<file path="config.mk">
export PLATFORM = sky130hd
export DESIGN_NAME = preg_freelist_flat
export DESIGN_NICKNAME = d
export VERILOG_FILES = /design/src/rtl/preg_freelist_pkg.sv /design/src/rtl/preg_freelist_if.sv /design/src/rtl/preg_freelist_ptr.sv /design/src/rtl/preg_freelist.sv /design/src/flat_wrapper.sv
export SDC_FILE = /design/constraint.sdc
export NUM_CORES = 1
export LEC_CHECK = 0
export CAP_MARGIN = 20
export CORE_ASPECT_RATIO = 1.2
export CORE_MARGIN = 4
export CORE_UTILIZATION = 55
export CTS_CLUSTER_DIAMETER = 120
export CTS_CLUSTER_SIZE = 20
export DETAILED_ROUTE_END_ITERATION = 10
export HOLD_SLACK_MARGIN = 0.08
export PLACE_DENSITY = 0.72
export SETUP_SLACK_MARGIN = 0.05
export SYNTH_ARGS = -nofsm -noshare
export SYNTH_HDL_FRONTEND = slang
export SYNTH_SLANG_ARGS = --single-unit
</file>
<file path="constraint.sdc">
create_clock -name clock -period 6 [get_ports clock]
set_input_delay 1.2 -clock clock [delete_from_list [all_inputs] [get_ports clock]]
set_output_delay 1.2 -clock clock [all_outputs]
set_load 0.01 [all_outputs]
</file>
<file path="src/rtl/preg_freelist_pkg.sv">
// Shared types and sizes for the physical-register free list.
//   PREG_SIZE / LREG_SIZE : physical / logical register counts
//   NF                    : free-list depth (pregs not architecturally mapped at reset)
//   FL_PTR_W              : free-list pointer width, index bits plus one wrap bit
//   rob_state_e           : ROB recovery state as seen by rename
package preg_freelist_pkg;
  localparam int PREG_SIZE = 64;
  localparam int LREG_SIZE = 32;
  localparam int NF        = PREG_SIZE - LREG_SIZE;
  localparam int PREG_W    = $clog2(PREG_SIZE);
  localparam int FL_IDX_W  = $clog2(NF);
  localparam int FL_PTR_W  = FL_IDX_W + 1;

  typedef logic [PREG_W-1:0]   preg_t;
  typedef logic [FL_PTR_W-1:0] fl_ptr_t;

  typedef enum logic [1:0] {
    ROB_STATE_IDLE          = 2'd0,
    ROB_STATE_OVERWRITE_RAT = 2'd1,
    ROB_STATE_WALKING       = 2'd2
  } rob_state_e;

  // Number of asserted bits in a two-slot valid pair.
  function automatic logic [1:0] pop2(input logic a, input logic b);
    return {1'b0, a} + {1'b0, b};
  endfunction
endpackage

</file>
<file path="src/rtl/preg_freelist_if.sv">
// Rename/commit/ROB-facing bundle of the physical-register free list.
//   master : rename/ROB side (drives requests, commits, recovery state)
//   slave  : free list (returns ready, granted pregs, free count)
interface preg_freelist_if;
  import preg_freelist_pkg::*;

  logic       alloc_req0;
  logic       alloc_req1;
  logic       alloc_ready;
  preg_t      alloc_preg0;
  preg_t      alloc_preg1;
  logic       commit_en0;
  logic       commit_en1;
  preg_t      commit_old_prd0;
  preg_t      commit_old_prd1;
  rob_state_e rob_state;
  logic       rob_walk0_valid;
  logic       rob_walk1_valid;
  fl_ptr_t    free_count;

  modport master (
    output alloc_req0, alloc_req1, commit_en0, commit_en1,
           commit_old_prd0, commit_old_prd1, rob_state,
           rob_walk0_valid, rob_walk1_valid,
    input  alloc_ready, alloc_preg0, alloc_preg1, free_count
  );

  modport slave (
    input  alloc_req0, alloc_req1, commit_en0, commit_en1,
           commit_old_prd0, commit_old_prd1, rob_state,
           rob_walk0_valid, rob_walk1_valid,
    output alloc_ready, alloc_preg0, alloc_preg1, free_count
  );
endinterface

</file>
<file path="src/rtl/preg_freelist_ptr.sv">
// Wrapping free-list pointer: steps by +0..2 and -0..2 per cycle, or loads a value.
//   clock, reset_n : clock, async active-low reset (pointer -> RESET_VAL)
//   inc, dec       : step amounts applied together this cycle
//   load_en/val    : overrides stepping with load_val
//   ptr_q          : current pointer
//   ptr_d          : next pointer (exposed so other pointers can track it same-cycle)
module preg_freelist_ptr
  import preg_freelist_pkg::*;
#(
  parameter int RESET_VAL = 0
) (
  input  logic       clock,
  input  logic       reset_n,
  input  logic [1:0] inc,
  input  logic [1:0] dec,
  input  logic       load_en,
  input  fl_ptr_t    load_val,
  output fl_ptr_t    ptr_q,
  output fl_ptr_t    ptr_d
);
  // NF is a power of two, so the wrap bit is simply the carry out of the index
  // bits and plain modular add/subtract gives correct wrapping in both directions.
  always_comb begin
    ptr_d = ptr_q;
    if (load_en) ptr_d = load_val;
    else         ptr_d = ptr_q + FL_PTR_W'(inc) - FL_PTR_W'(dec);
  end

  always_ff @(posedge clock or negedge reset_n) begin
    if (!reset_n) ptr_q <= FL_PTR_W'(RESET_VAL);
    else          ptr_q <= ptr_d;
  end
endmodule

</file>
<file path="src/rtl/preg_freelist.sv">
// Physical-register free list: circular FIFO of free preg numbers with a
// speculative head (rename), committed head (arch_head) and tail (commit frees).
//   clock, reset_n : clock, async active-low reset
//   fl             : rename/commit/ROB bundle (slave side)
//   err_overflow / err_underflow : sticky error flags, present only with
//                    FREELIST_ERR_CHECK_EN defined
module preg_freelist
  import preg_freelist_pkg::*;
(
  input  logic           clock,
  input  logic           reset_n,
  preg_freelist_if.slave fl
`ifdef FREELIST_ERR_CHECK_EN
  ,
  output logic           err_overflow,
  output logic           err_underflow
`endif
);
  preg_t   entries_q [NF];
  preg_t   entries_d [NF];
  fl_ptr_t head_q, head_d, arch_head_q, arch_head_d, tail_q, tail_d;
  fl_ptr_t free_count_q, free_count_d, count;
  logic [1:0] need_n, commit_n, walk_n, head_inc, head_dec;
  logic is_idle, is_walking, is_overwrite, fire;
  logic [FL_IDX_W-1:0] head_idx, head1_idx, tail_idx, tail1_idx;

  // Ready is based on registered occupancy only: same-cycle frees are not bypassed.
  assign count        = tail_q - head_q;
  assign need_n       = pop2(fl.alloc_req0, fl.alloc_req1);
  assign commit_n     = pop2(fl.commit_en0, fl.commit_en1);
  assign walk_n       = pop2(fl.rob_walk0_valid, fl.rob_walk1_valid);
  assign is_idle      = (fl.rob_state == ROB_STATE_IDLE);
  assign is_walking   = (fl.rob_state == ROB_STATE_WALKING);
  assign is_overwrite = (fl.rob_state == ROB_STATE_OVERWRITE_RAT);

  assign fl.alloc_ready = (count >= FL_PTR_W'(need_n)) && is_idle;
  assign fire           = fl.alloc_ready && (fl.alloc_req0 || fl.alloc_req1);
  assign head_inc       = fire ? need_n : 2'd0;
  assign head_dec       = is_walking ? walk_n : 2'd0;

  assign head_idx  = head_q[FL_IDX_W-1:0];
  assign head1_idx = head_idx + FL_IDX_W'(1);
  assign tail_idx  = tail_q[FL_IDX_W-1:0];
  assign tail1_idx = tail_idx + FL_IDX_W'(1);

  // Slot 1 takes the first free entry when slot 0 is not allocating.
  assign fl.alloc_preg0 = entries_q[head_idx];
  assign fl.alloc_preg1 = fl.alloc_req0 ? entries_q[head1_idx] : entries_q[head_idx];
  assign fl.free_count  = free_count_q;

  preg_freelist_ptr #(.RESET_VAL(NF)) u_tail (
    .clock(clock), .reset_n(reset_n), .inc(commit_n), .dec(2'd0),
    .load_en(1'b0), .load_val('0), .ptr_q(tail_q), .ptr_d(tail_d)
  );

  preg_freelist_ptr #(.RESET_VAL(0)) u_arch_head (
    .clock(clock), .reset_n(reset_n), .inc(commit_n), .dec(2'd0),
    .load_en(1'b0), .load_val('0), .ptr_q(arch_head_q), .ptr_d(arch_head_d)
  );

  // Overwrite recovery snaps head to the committed head including this cycle's commits.
  preg_freelist_ptr #(.RESET_VAL(0)) u_head (
    .clock(clock), .reset_n(reset_n), .inc(head_inc), .dec(head_dec),
    .load_en(is_overwrite), .load_val(arch_head_d), .ptr_q(head_q), .ptr_d(head_d)
  );

  always_comb begin
    entries_d = entries_q;
    if (fl.commit_en0) entries_d[tail_idx] = fl.commit_old_prd0;
    if (fl.commit_en1) entries_d[fl.commit_en0 ? tail1_idx : tail_idx] = fl.commit_old_prd1;
    free_count_d = tail_d - head_d;
  end

  always_ff @(posedge clock or negedge reset_n) begin
    if (!reset_n) begin
      for (int i = 0; i < NF; i++) entries_q[i] <= PREG_W'(LREG_SIZE + i);
      free_count_q <= FL_PTR_W'(NF);
    end else begin
      entries_q    <= entries_d;
      free_count_q <= free_count_d;
    end
  end

`ifdef FREELIST_ERR_CHECK_EN
  logic err_overflow_q, err_overflow_d, err_underflow_q, err_underflow_d;
  fl_ptr_t spec_depth;

  // Distance from committed head to speculative head = pregs a walk may return.
  assign spec_depth = head_q - arch_head_q;

  always_comb begin
    err_overflow_d  = err_overflow_q  | ((int'(count) + int'(commit_n)) > NF);
    err_underflow_d = err_underflow_q | (is_walking && (int'(spec_depth) < int'(walk_n)));
  end

  always_ff @(posedge clock or negedge reset_n) begin
    if (!reset_n) begin
      err_overflow_q  <= 1'b0;
      err_underflow_q <= 1'b0;
    end else begin
      err_overflow_q  <= err_overflow_d;
      err_underflow_q <= err_underflow_d;
    end
  end

  assign err_overflow  = err_overflow_q;
  assign err_underflow = err_underflow_q;
`endif
endmodule
</file>
<file path="src/flat_wrapper.sv">
// flat-port wrapper written by rule: the top's interface ports become plain ports
module preg_freelist_flat import preg_freelist_pkg::*;
  (clock, reset_n, fl_alloc_req0, fl_alloc_req1, fl_commit_en0, fl_commit_en1, fl_commit_old_prd0, fl_commit_old_prd1, fl_rob_state, fl_rob_walk0_valid, fl_rob_walk1_valid, fl_alloc_ready, fl_alloc_preg0, fl_alloc_preg1, fl_free_count);
  preg_freelist_if fl_i ();
  input  logic clock;
  input  logic reset_n;
  input wire logic [$bits(fl_i.alloc_req0)-1:0] fl_alloc_req0;
  input wire logic [$bits(fl_i.alloc_req1)-1:0] fl_alloc_req1;
  input wire logic [$bits(fl_i.commit_en0)-1:0] fl_commit_en0;
  input wire logic [$bits(fl_i.commit_en1)-1:0] fl_commit_en1;
  input wire logic [$bits(fl_i.commit_old_prd0)-1:0] fl_commit_old_prd0;
  input wire logic [$bits(fl_i.commit_old_prd1)-1:0] fl_commit_old_prd1;
  input wire logic [$bits(fl_i.rob_state)-1:0] fl_rob_state;
  input wire logic [$bits(fl_i.rob_walk0_valid)-1:0] fl_rob_walk0_valid;
  input wire logic [$bits(fl_i.rob_walk1_valid)-1:0] fl_rob_walk1_valid;
  output wire logic [$bits(fl_i.alloc_ready)-1:0] fl_alloc_ready;
  output wire logic [$bits(fl_i.alloc_preg0)-1:0] fl_alloc_preg0;
  output wire logic [$bits(fl_i.alloc_preg1)-1:0] fl_alloc_preg1;
  output wire logic [$bits(fl_i.free_count)-1:0] fl_free_count;
  assign fl_i.alloc_req0 = fl_alloc_req0;
  assign fl_i.alloc_req1 = fl_alloc_req1;
  assign fl_i.commit_en0 = fl_commit_en0;
  assign fl_i.commit_en1 = fl_commit_en1;
  assign fl_i.commit_old_prd0 = fl_commit_old_prd0;
  assign fl_i.commit_old_prd1 = fl_commit_old_prd1;
  assign fl_i.rob_state = fl_rob_state;
  assign fl_i.rob_walk0_valid = fl_rob_walk0_valid;
  assign fl_i.rob_walk1_valid = fl_rob_walk1_valid;
  assign fl_alloc_ready = fl_i.alloc_ready;
  assign fl_alloc_preg0 = fl_i.alloc_preg0;
  assign fl_alloc_preg1 = fl_i.alloc_preg1;
  assign fl_free_count = fl_i.free_count;
  preg_freelist u_core (.clock(clock), .reset_n(reset_n), .fl(fl_i));
endmodule
</file>
==> results of run 1 <==
==> cell families (layout without fill, tap and decap cells) <==
logic type                 Yosys count  in the layout
AOI/OAI and AO/OA                   70             70
xor gates and xnor gates            19             19
adders and majority gates           38             38
buffers and inverters              118            124
DFF                                216            216
muxes                              498            498
and+or+nand+nor                    167            167
==> sequential cells by signal (all words and copies together), names as in the netlist <==
signal and flops:
u_core.entries_q 192, u_core.fl.free_count 6, u_core.u_arch_head.ptr_q 6, u_core.u_head.ptr_q 6, u_core.u_tail.ptr_q 6
==> metrics by stage <==
step,hold WS [ns],util (%)
floorplan,0.463,-
global placement,0.487,58.3
detailed placement,0.491,58.4
CTS,0.517,60.0
global route,0.551,60.0
finish,0.514,60.0
==> critical path: cells and delay by family (launching register included) <==
kind | cells | cell delay, ns
adders and majority gates | 1 | 0.75
AOI/OAI and AO/OA | 2 | 0.35
muxes | 2 | 1.09
DFF | 1 | 0.52
buffers and inverters | 2 | 0.83
==> power groups by stage <==
stage	Clock, W	Sequential (W)	Combinational [W]
floorplan	0	0.00279	0.00481
global placement	0	0.00303	0.00614
detailed placement	0	0.00308	0.00627
CTS	0.00105	0.00305	0.00632
global route	0.00111	0.00316	0.00677
finish	0.00103	0.00308	0.00636
==> worst max path at each step <==
stage	startpoint	endpoint	slack (ns)
global placement	fl_alloc_req1	u_core.fl.free_count[5]$_DFF_PN1_	0.44
detailed placement	fl_alloc_req1	u_core.fl.free_count[5]$_DFF_PN1_	0.27
finish	u_core.u_head.ptr_q[0]$_DFF_PN0_	fl_alloc_preg1[2]	0.71
CTS	u_core.u_head.ptr_q[0]$_DFF_PN0_	fl_alloc_preg1[2]	0.66
global route	u_core.u_tail.ptr_q[0]$_DFF_PN0_	u_core.fl.free_count[5]$_DFF_PN1_	0.32
floorplan	fl_alloc_req0	u_core.fl.free_count[5]$_DFF_PN1_	1.08
==> cell usage after synthesis (all sizes together), types with 3 or more instances <==
master   count  share of area, %
a21boi       3              0.20
a21o         5              0.25
a21oi        7              0.23
and2         5              0.20
and3b        6              0.34
buf         40               1.9
clkbuf      43               1.1
dfrtp      102                17
dfstp      114                20
fa           6              0.79
ha          31               2.5
inv         35              0.86
mux2       363                27
mux2i       15              0.98
mux4       120                18
nand2       52               1.3
nand2b       4              0.16
nand3       20              0.66
nor2        36              0.88
nor2b        6              0.25
nor3         9              0.53
nor3b        8              0.71
o2111ai      3              0.17
o21a        11              0.54
o21ai       20              0.66
o22a         6              0.34
o22ai        3              0.16
or2          5              0.20
or3          5              0.20
xnor2       11              0.63
xor2         7              0.40
==> cell type report <==
type	instances	area (µm²)
clock buffers	22	402
clock inverters	1	30.0
fillers	2152	10900
inverters	35	131
multi-input cells	792	9170
flip-flops and latches	216	5550
well taps	340	425
repair buffers	66	632
==> layer usage <==
layer / share of wire (%) / routed length [µm]
met1: 42 / 17900
met3: 6.4 / 2750
met4: 3.7 / 1580
met5: 0 / 0
met2: 48 / 20800
==> impl_metrics.yaml, run 1 <==
power_and_ir_drop:
  p_comb_share_pct: 60.7
  clkPwrFrac_pct: 9.9
  power.density_nw_per_um2: 641
  pwr-share-seq_pct: 29.4
  p_sw_w: 0.00405
  p_sw_share_pct: 38.6
  peakVddDrop_mv: 0.382
  total_power_w: 0.0105
  power_leakage_nw: 6.41
  internal_power_w: 0.00643
timing:
  skew_ns: 0.0432
  rsz0062_at_grt: "false"
  finalSetupTns_ns: 0
  hold_viol: 0
  worst_slew_pin_slew_ns: 0.925
  post-route-period-util_pct: 88.1
  layout_min_cycle_time_ns: 5.29
  fin_ws_ns: 0.713
  clock.fmax_mhz: 189
  slew_headroom_pct: 38.1
  maxSlewViolCount: 0
  setup_viol: 0
synth:
  yosysSeqAreaShare_pct: 36.3
  yosys.area_share.simple_pct: 6.01
  netlist_instances: 1126
  synthXorXnorAreaFrac_pct: 1.19
  synth_compound_area_share_pct: 3.47
  synth_fa_ha_area_share_pct: 3.39
  syn_area_per_cell_um2: 13.6
  synth.area.mux_share_pct: 45.8
  async_reset_ff_share_pct: 100
  synth-edff-count: 0
  ys_warn_count: 0
  syn_area_um2: 15300
  synth_ff_type: "dfstp_2"
  synth_seq_cells: 216
  netlist-cell-type-count: 65
  synth_top_family_by_area: "multiplexers"
  syn-num-nets: 1185
floorplan:
  start_util_pct: 56.0
  core_area_um2: 27300
  die-area_um2: 30500
  die_x_um: 160
  fp-row-count: 66
  ios: 41
  die_h_um: 191
critical_path:
  reg2reg_slack_ns: 0.72
  arrival_ns: 4.09
  rr_endpoint: "u_core.fl.free_count[5]$_DFF_PN1_"
  crit_type: "flip-flop to primary output"
  required_ns: 4.80
  cp_max_fo: 35
  r2r_start: "u_core.u_tail.ptr_q[0]$_DFF_PN0_"
  worst_path_largest_cell_delay_ns: 0.75
  worst_setup_path_end_kind: "primary output"
  cp_slowest_cell: "ha_4"
  startpoint_type: "flip-flop"
  reg2reg_depth: 23
  cp_cell_sequence: "ha_4, buf_4, mux4_1, mux4_2, o22a_1, o21a_1, clkdlybuf4s50_1"
final_layout:
  final_cell_mix: "303 x mux2_2, 114 x dfstp_2, 103 x mux4_2"
  fin_nets: 1184
  finish.instance_area_um2: 16300
  final_common_cell: "mux2_2"
  area_growth_pct: 7.00
  layout-drive-gt1-share_pct: 52.4
  fin_cells: 1472
  diodes: 0
cts:
  clkTransAtPathRegs_ns: 0.10
  cts_resized: 0
  clkLatencyLatePin_ns: 0.51
  cts-root-buf: "clkbuf_16"
  clock_path_buffers: 3
  cts_htree_levels: 1
  cts.sinks: 216
  cts_made_buffers: 14
  cts_tree: "yes"
  holdBufCountCts: 0
  post_cts_buffers: 0
drt:
  vias: 10100
  routedWlPerCell_um: 29.3
  ant_nets: 0
  first_iter_violations: 995
  via_per_inst: 6.89
  drt_first_pass_iters: 5
  drc: 0
  wirelength_mm: 43.1
global_routing:
  use_met1_pct: 39.4
  met2_usage_pct: 46.3
  grt.busiest_layer: "met2"
  grt_pass1_vias: 10300
  overflow: 0
  grt_pass1_wl_mm: 65.8
  use_met3_pct: 4.32
  grt_max_degree: 115
  grt_usage_pct: 28.4
  antenna_found_initial: 0
placement:
  gp_congestion: 0.873
  place_hpwl_mm: 28.4
  place_inst: 1449
  post_dp_cell_area_um2: 15900
  post-place-ws_ns: 0.271
  portBuffers: 40
job:
  max_cap_violations: 0
worst_hold_path:
  hp-class: "flip-flop to flip-flop"
  whs_path_depth: 2
  whs_endpoint: "u_core.u_arch_head.ptr_q[5]$_DFF_PN0_"
  worstHoldStart: "u_core.u_arch_head.ptr_q[5]$_DFF_PN0_"
run_status:
  outcome: "finished, final reports clean"
(Power assumes the default switching activity.)
==> run 2: changes to the inputs <==
--- a/config.mk
+++ b/config.mk
@@ -15,6 +15,7 @@
 export HOLD_SLACK_MARGIN = 0.08
 export PLACE_DENSITY = 0.72
 export SETUP_SLACK_MARGIN = 0.05
+export SLEW_MARGIN = 20
 export SYNTH_ARGS = -nofsm -noshare
 export SYNTH_HDL_FRONTEND = slang
 export SYNTH_SLANG_ARGS = --single-unit
==> impl_metrics.yaml, run 2 (synthesis gave the netlist of run 1 again) <==
critical_path:
  rr_endpoint: "u_core.fl.free_count[5]$_DFF_PN1_"
  crit_type: "flip-flop to primary output"
  startpoint_type: "flip-flop"
  r2r_start: "u_core.u_tail.ptr_q[0]$_DFF_PN0_"
  required_ns: 4.80
  reg2reg_depth: 23
  reg2reg_slack_ns: 0.76
  endpoint: "fl_alloc_preg1[2]"
  worst_setup_path_end_kind: "primary output"
  arrival_ns: 4.07
  cp_max_fo: 35
  worstSetupStartpoint: "u_core.u_head.ptr_q[0]$_DFF_PN0_"
cts:
  holdBufCountCts: 0
  cts_htree_levels: 1
  cts.sinks: 216
  clock_path_buffers: 3
  post_cts_buffers: 0
  cts_resized: 0
  cts-root-buf: "clkbuf_16"
  cts_made_buffers: 14
  cts_tree: "yes"
  clkLatencyLatePin_ns: 0.51
  clkTransAtPathRegs_ns: 0.10
final_layout:
  diodes: 0
  seqCellArea_um2: 5550
  largest_register: "u_core.entries_q"
  area_growth_pct: 6.81
  fin_nets: 1183
  nFillCells: 2150
  multi_input_area_um2: 9170
  final_common_cell: "mux2_2"
  largest_reg_flops: 192
  layout-drive-gt1-share_pct: 52.4
  final_cell_mix: "303 x mux2_2, 114 x dfstp_2, 103 x mux4_2"
drt:
  drc: 0
  first_iter_violations: 1030
  routedWlPerCell_um: 29.2
  wirelength_mm: 43.0
  drt_first_pass_iters: 5
  vias: 10100
  ant_nets: 0
  via_per_inst: 6.85
global_routing:
  grt_pass1_vias: 10300
  antenna_found_initial: 0
  grt_usage_pct: 28.3
  grt_pass1_wl_mm: 65.6
  overflow: 0
  grt_max_degree: 115
power_and_ir_drop:
  power.density_nw_per_um2: 643
  peakVddDrop_mv: 0.387
  power_leakage_nw: 6.40
floorplan:
  die_h_um: 191
  ios: 41
  core_area_um2: 27300
  die-area_um2: 30500
  die_x_um: 160
  fp-row-count: 66
  start_util_pct: 56.0
timing:
  rsz0062_at_grt: "false"
  slew_headroom_pct: 36.1
  finalSetupTns_ns: 0
  holdWs_ns: 0.509
  maxSlewViolCount: 0
  hold_viol: 0
  setup_viol: 0
  worst_slew_pin_slew_ns: 0.956
  post-route-period-util_pct: 87.8
  layout_min_cycle_time_ns: 5.27
  clock.fmax_mhz: 190
  skew_ns: 0.0222
placement:
  place_hpwl_mm: 28.2
  gp_congestion: 0.873
  portBuffers: 40
worst_hold_path:
  hp-class: "flip-flop to flip-flop"
  whs_path_depth: 2
run_status:
  outcome: "finished, final reports clean"
job:
  max_cap_violations: 0
-- run 2: cell count changes in the layout (fill, tap and decap cells not counted), sizes merged --
cell / delta
clkdlybuf4s50: -1
clkbuf: +1
-- run 2: how the worst min path moves through the flow --
stage                                          start  slack (ns)                                    end
2_1_floorplan  u_core.u_arch_head.ptr_q[5]$_DFF_PN0_        0.46  u_core.u_arch_head.ptr_q[5]$_DFF_PN0_
3_3_place_gp   u_core.u_arch_head.ptr_q[5]$_DFF_PN0_        0.49  u_core.u_arch_head.ptr_q[5]$_DFF_PN0_
3_5_place_dp   u_core.u_arch_head.ptr_q[5]$_DFF_PN0_        0.49  u_core.u_arch_head.ptr_q[5]$_DFF_PN0_
4_1_cts        u_core.u_arch_head.ptr_q[5]$_DFF_PN0_        0.52  u_core.u_arch_head.ptr_q[5]$_DFF_PN0_
5_1_grt        u_core.u_arch_head.ptr_q[5]$_DFF_PN0_        0.55  u_core.u_arch_head.ptr_q[5]$_DFF_PN0_
6_report       u_core.u_arch_head.ptr_q[5]$_DFF_PN0_        0.51  u_core.u_arch_head.ptr_q[5]$_DFF_PN0_
-- run 2: metal layers --
metal / part of all wire, % / wire [µm] / GRT usage [%]
met1: 42 / 17900 / 38.8
met2: 48 / 20600 / 45.8
met3: 6.1 / 2620 / 4.30
met4: 4.4 / 1870 / 10.9
met5: 0 / 0 / 0
-- run 2: metrics by stage --
step	instance area (µm²)	instances	total power (W)	utilization, %	worst slack (ns)
2_1_floorplan	15300	1126	0.00760	-	1.08
3_3_place_gp	15900	1448	0.00917	58.3	0.436
3_5_place_dp	15900	1448	0.00934	58.3	0.281
4_1_cts	16300	1472	0.0104	59.9	0.679
5_1_grt	16300	1472	0.0110	59.9	0.383
6_report	16300	1472	0.0105	59.9	0.732
-- run 2: critical path, stage by stage (launching register included) --
cell and delay [ns]:
dfrtp_4 0.52, ha_4 0.76, buf_4 0.33, mux4_1 0.57
mux4_2 0.52, o22a_1 0.20, o21a_1 0.14, clkdlybuf4s50_1 0.50
-- run 2: layout make-up --
type | count | area share, %
clock inverter | 1 | 0.184
clock buffer | 23 | 2.49
multi-input combinational | 792 | 56.2
timing repair buffer | 65 | 3.67
tap | 340 | 2.61
inverter | 35 | 0.805
sequential | 216 | 34.0
-- run 2: where the power goes --
part | switching [W] | internal, W
Sequential | 0.000632 | 0.00245
Clock | 0.000532 | 0.000511
Combinational | 0.00288 | 0.00347
Total | 0.00405 | 0.00643
==> run 3: changes to the inputs <==
==> constraint.sdc (replaced) <==
create_clock -name clock -period 6 [get_ports clock]
set_input_delay 1.8 -clock clock [delete_from_list [all_inputs] [get_ports clock]]
set_output_delay 1.8 -clock clock [all_outputs]
set_load 0.01 [all_outputs]
==> impl_metrics.yaml, run 3 (synthesis gave the netlist of run 1 again) <==
run_status:
  outcome: "finished, final reports clean"
final_layout:
  nFillCells: 2125
  final_common_cell: "mux2_2"
  seqCellArea_um2: 5550
  diodes: 0
  largest_reg_flops: 192
  fin_cells: 1490
  layout-drive-gt1-share_pct: 53.1
  fin_nets: 1201
  multi_input_area_um2: 9180
  largest_register: "u_core.entries_q"
  area_growth_pct: 8.10
  final_cell_mix: "303 x mux2_2, 114 x dfstp_2, 103 x mux4_2"
  finish.instance_area_um2: 16500
placement:
  place_hpwl_mm: 28.5
  post-place-ws_ns: -0.255
  portBuffers: 40
  post_dp_cell_area_um2: 16000
  place_inst: 1464
  gp_congestion: 0.882
power_and_ir_drop:
  power_leakage_nw: 6.51
  peakVddDrop_mv: 0.358
  power.density_nw_per_um2: 646
timing:
  rsz0062_at_grt: "false"
  fin_ws_ns: 0.187
  hold_viol: 0
  worst_slew_pin_slew_ns: 0.881
  clock.fmax_mhz: 172
  post-route-period-util_pct: 96.9
  setup_viol: 0
  maxSlewViolCount: 0
  skew_ns: 0.0162
  slew_headroom_pct: 41.0
  layout_min_cycle_time_ns: 5.81
  holdWs_ns: 0.515
critical_path:
  arrival_ns: 4.01
  worst_path_largest_cell_delay_ns: 0.48
  startpoint_type: "input pin"
  cp_max_fo: 3
  cp_slowest_cell: "clkdlybuf4s50_1"
  worst_setup_path_end_kind: "primary output"
  reg2reg_depth: 22
  cp_cell_sequence: "clkdlybuf4s50_1, inv_1, ha_1, ha_1, o21ai_1, o2111ai_2, buf_4, and2_1, clkdlybuf4s50_1"
  reg2reg_slack_ns: 0.72
  rr_endpoint: "u_core.fl.free_count[5]$_DFF_PN1_"
  crit_type: "input pin to primary output"
  r2r_start: "u_core.u_head.ptr_q[2]$_DFF_PN0_"
  required_ns: 4.20
cts:
  cts.sinks: 216
  clkTransAtPathRegs_ns: 0.09
  holdBufCountCts: 0
  cts_tree: "yes"
  clkLatencyLatePin_ns: 0.50
  cts_htree_levels: 1
  clock_path_buffers: 3
  cts_made_buffers: 14
  cts-root-buf: "clkbuf_16"
floorplan:
  ios: 41
  die-area_um2: 30500
  start_util_pct: 56.0
  die_x_um: 160
  die_h_um: 191
  core_area_um2: 27300
  fp-row-count: 66
global_routing:
  overflow: 0
  antenna_found_initial: 0
  grt_pass1_vias: 10300
  grt_max_degree: 120
  grt_pass1_wl_mm: 65.8
  grt_usage_pct: 28.3
worst_hold_path:
  whs_endpoint: "u_core.u_arch_head.ptr_q[0]$_DFF_PN0_"
  whs_path_depth: 1
  worstHoldStart: "u_core.u_arch_head.ptr_q[0]$_DFF_PN0_"
  hp-class: "flip-flop to flip-flop"
drt:
  wirelength_mm: 43.1
  via_per_inst: 6.83
  drc: 0
  vias: 10200
  drt_first_pass_iters: 5
  routedWlPerCell_um: 29.0
  first_iter_violations: 1058
  ant_nets: 0
job:
  max_cap_violations: 0
==> run 3: critical path: cells and delay by family <==
family	cells	cell delay, ns
buf+inv	4	1.19
fa+ha+maj	2	0.58
compound gates	2	0.32
simple gates	1	0.12
==> run 3: worst max path at each step <==
| stage | slack (ns) | from | depth (start not counted) | end |
|---|---|---|---|---|
| after global placement | -0.11 | fl_alloc_req1 | 22 | u_core.fl.free_count[5]$_DFF_PN1_ |
| after detailed placement | -0.25 | fl_alloc_req0 | 22 | u_core.fl.free_count[5]$_DFF_PN1_ |
| after global routing | 0.04 | fl_alloc_req0 | 22 | u_core.fl.free_count[5]$_DFF_PN1_ |
| final | 0.19 | fl_alloc_req0 | 9 | fl_alloc_ready |
| after floorplan | 0.48 | fl_alloc_req0 | 22 | u_core.fl.free_count[5]$_DFF_PN1_ |
| after CTS | 0.13 | fl_alloc_req0 | 9 | fl_alloc_ready |
==> run 3: through the flow <==
stage | TNS (ns) | utilization (%) | total power [W]
global placement | -0.182 | 58.8 | 0.00931
finish | 0 | 60.6 | 0.0107
CTS | 0 | 60.4 | 0.0106
global route | 0 | 60.6 | 0.0112
detailed placement | -0.483 | 58.8 | 0.00952
floorplan | 0 | - | 0.00760
==> run 3: layout make-up <==
type | instances | share of cell area, %
timing repair buffer | 83 | 4.75
multi-input combinational | 792 | 55.6
sequential | 216 | 33.6
clock buffer | 24 | 2.61
inverter | 35 | 0.796
tap | 340 | 2.58
==> run 3: per-layer routing <==
metal,vias up,wire [µm],GRT usage (%)
met5,-,0,0
met4,0,1660,9.76
met3,99,2850,4.65
met2,452,20900,46.8
met1,5312,17800,38.3
li1,4320,-,-
==> run 3: report_power, final <==
group / total, W / switching (W) / internal, W / leakage [nW]
logic: 0.00653 / 0.00292 / 0.00361 / 3.86
clock network: 0.00103 / 0.000536 / 0.000495 / 0.207
registers: 0.00311 / 0.000658 / 0.00245 / 2.43
total: 0.0107 / 0.00412 / 0.00655 / 6.51
==> run 3: repair_timing <==
| action | 4_1_cts | 5_1_grt |
|---|---|---|
| gates resized for setup | 0 | 2 |
| setup buffers | 0 | 1 |
| endpoints found under the setup margin | 0 | 3 |
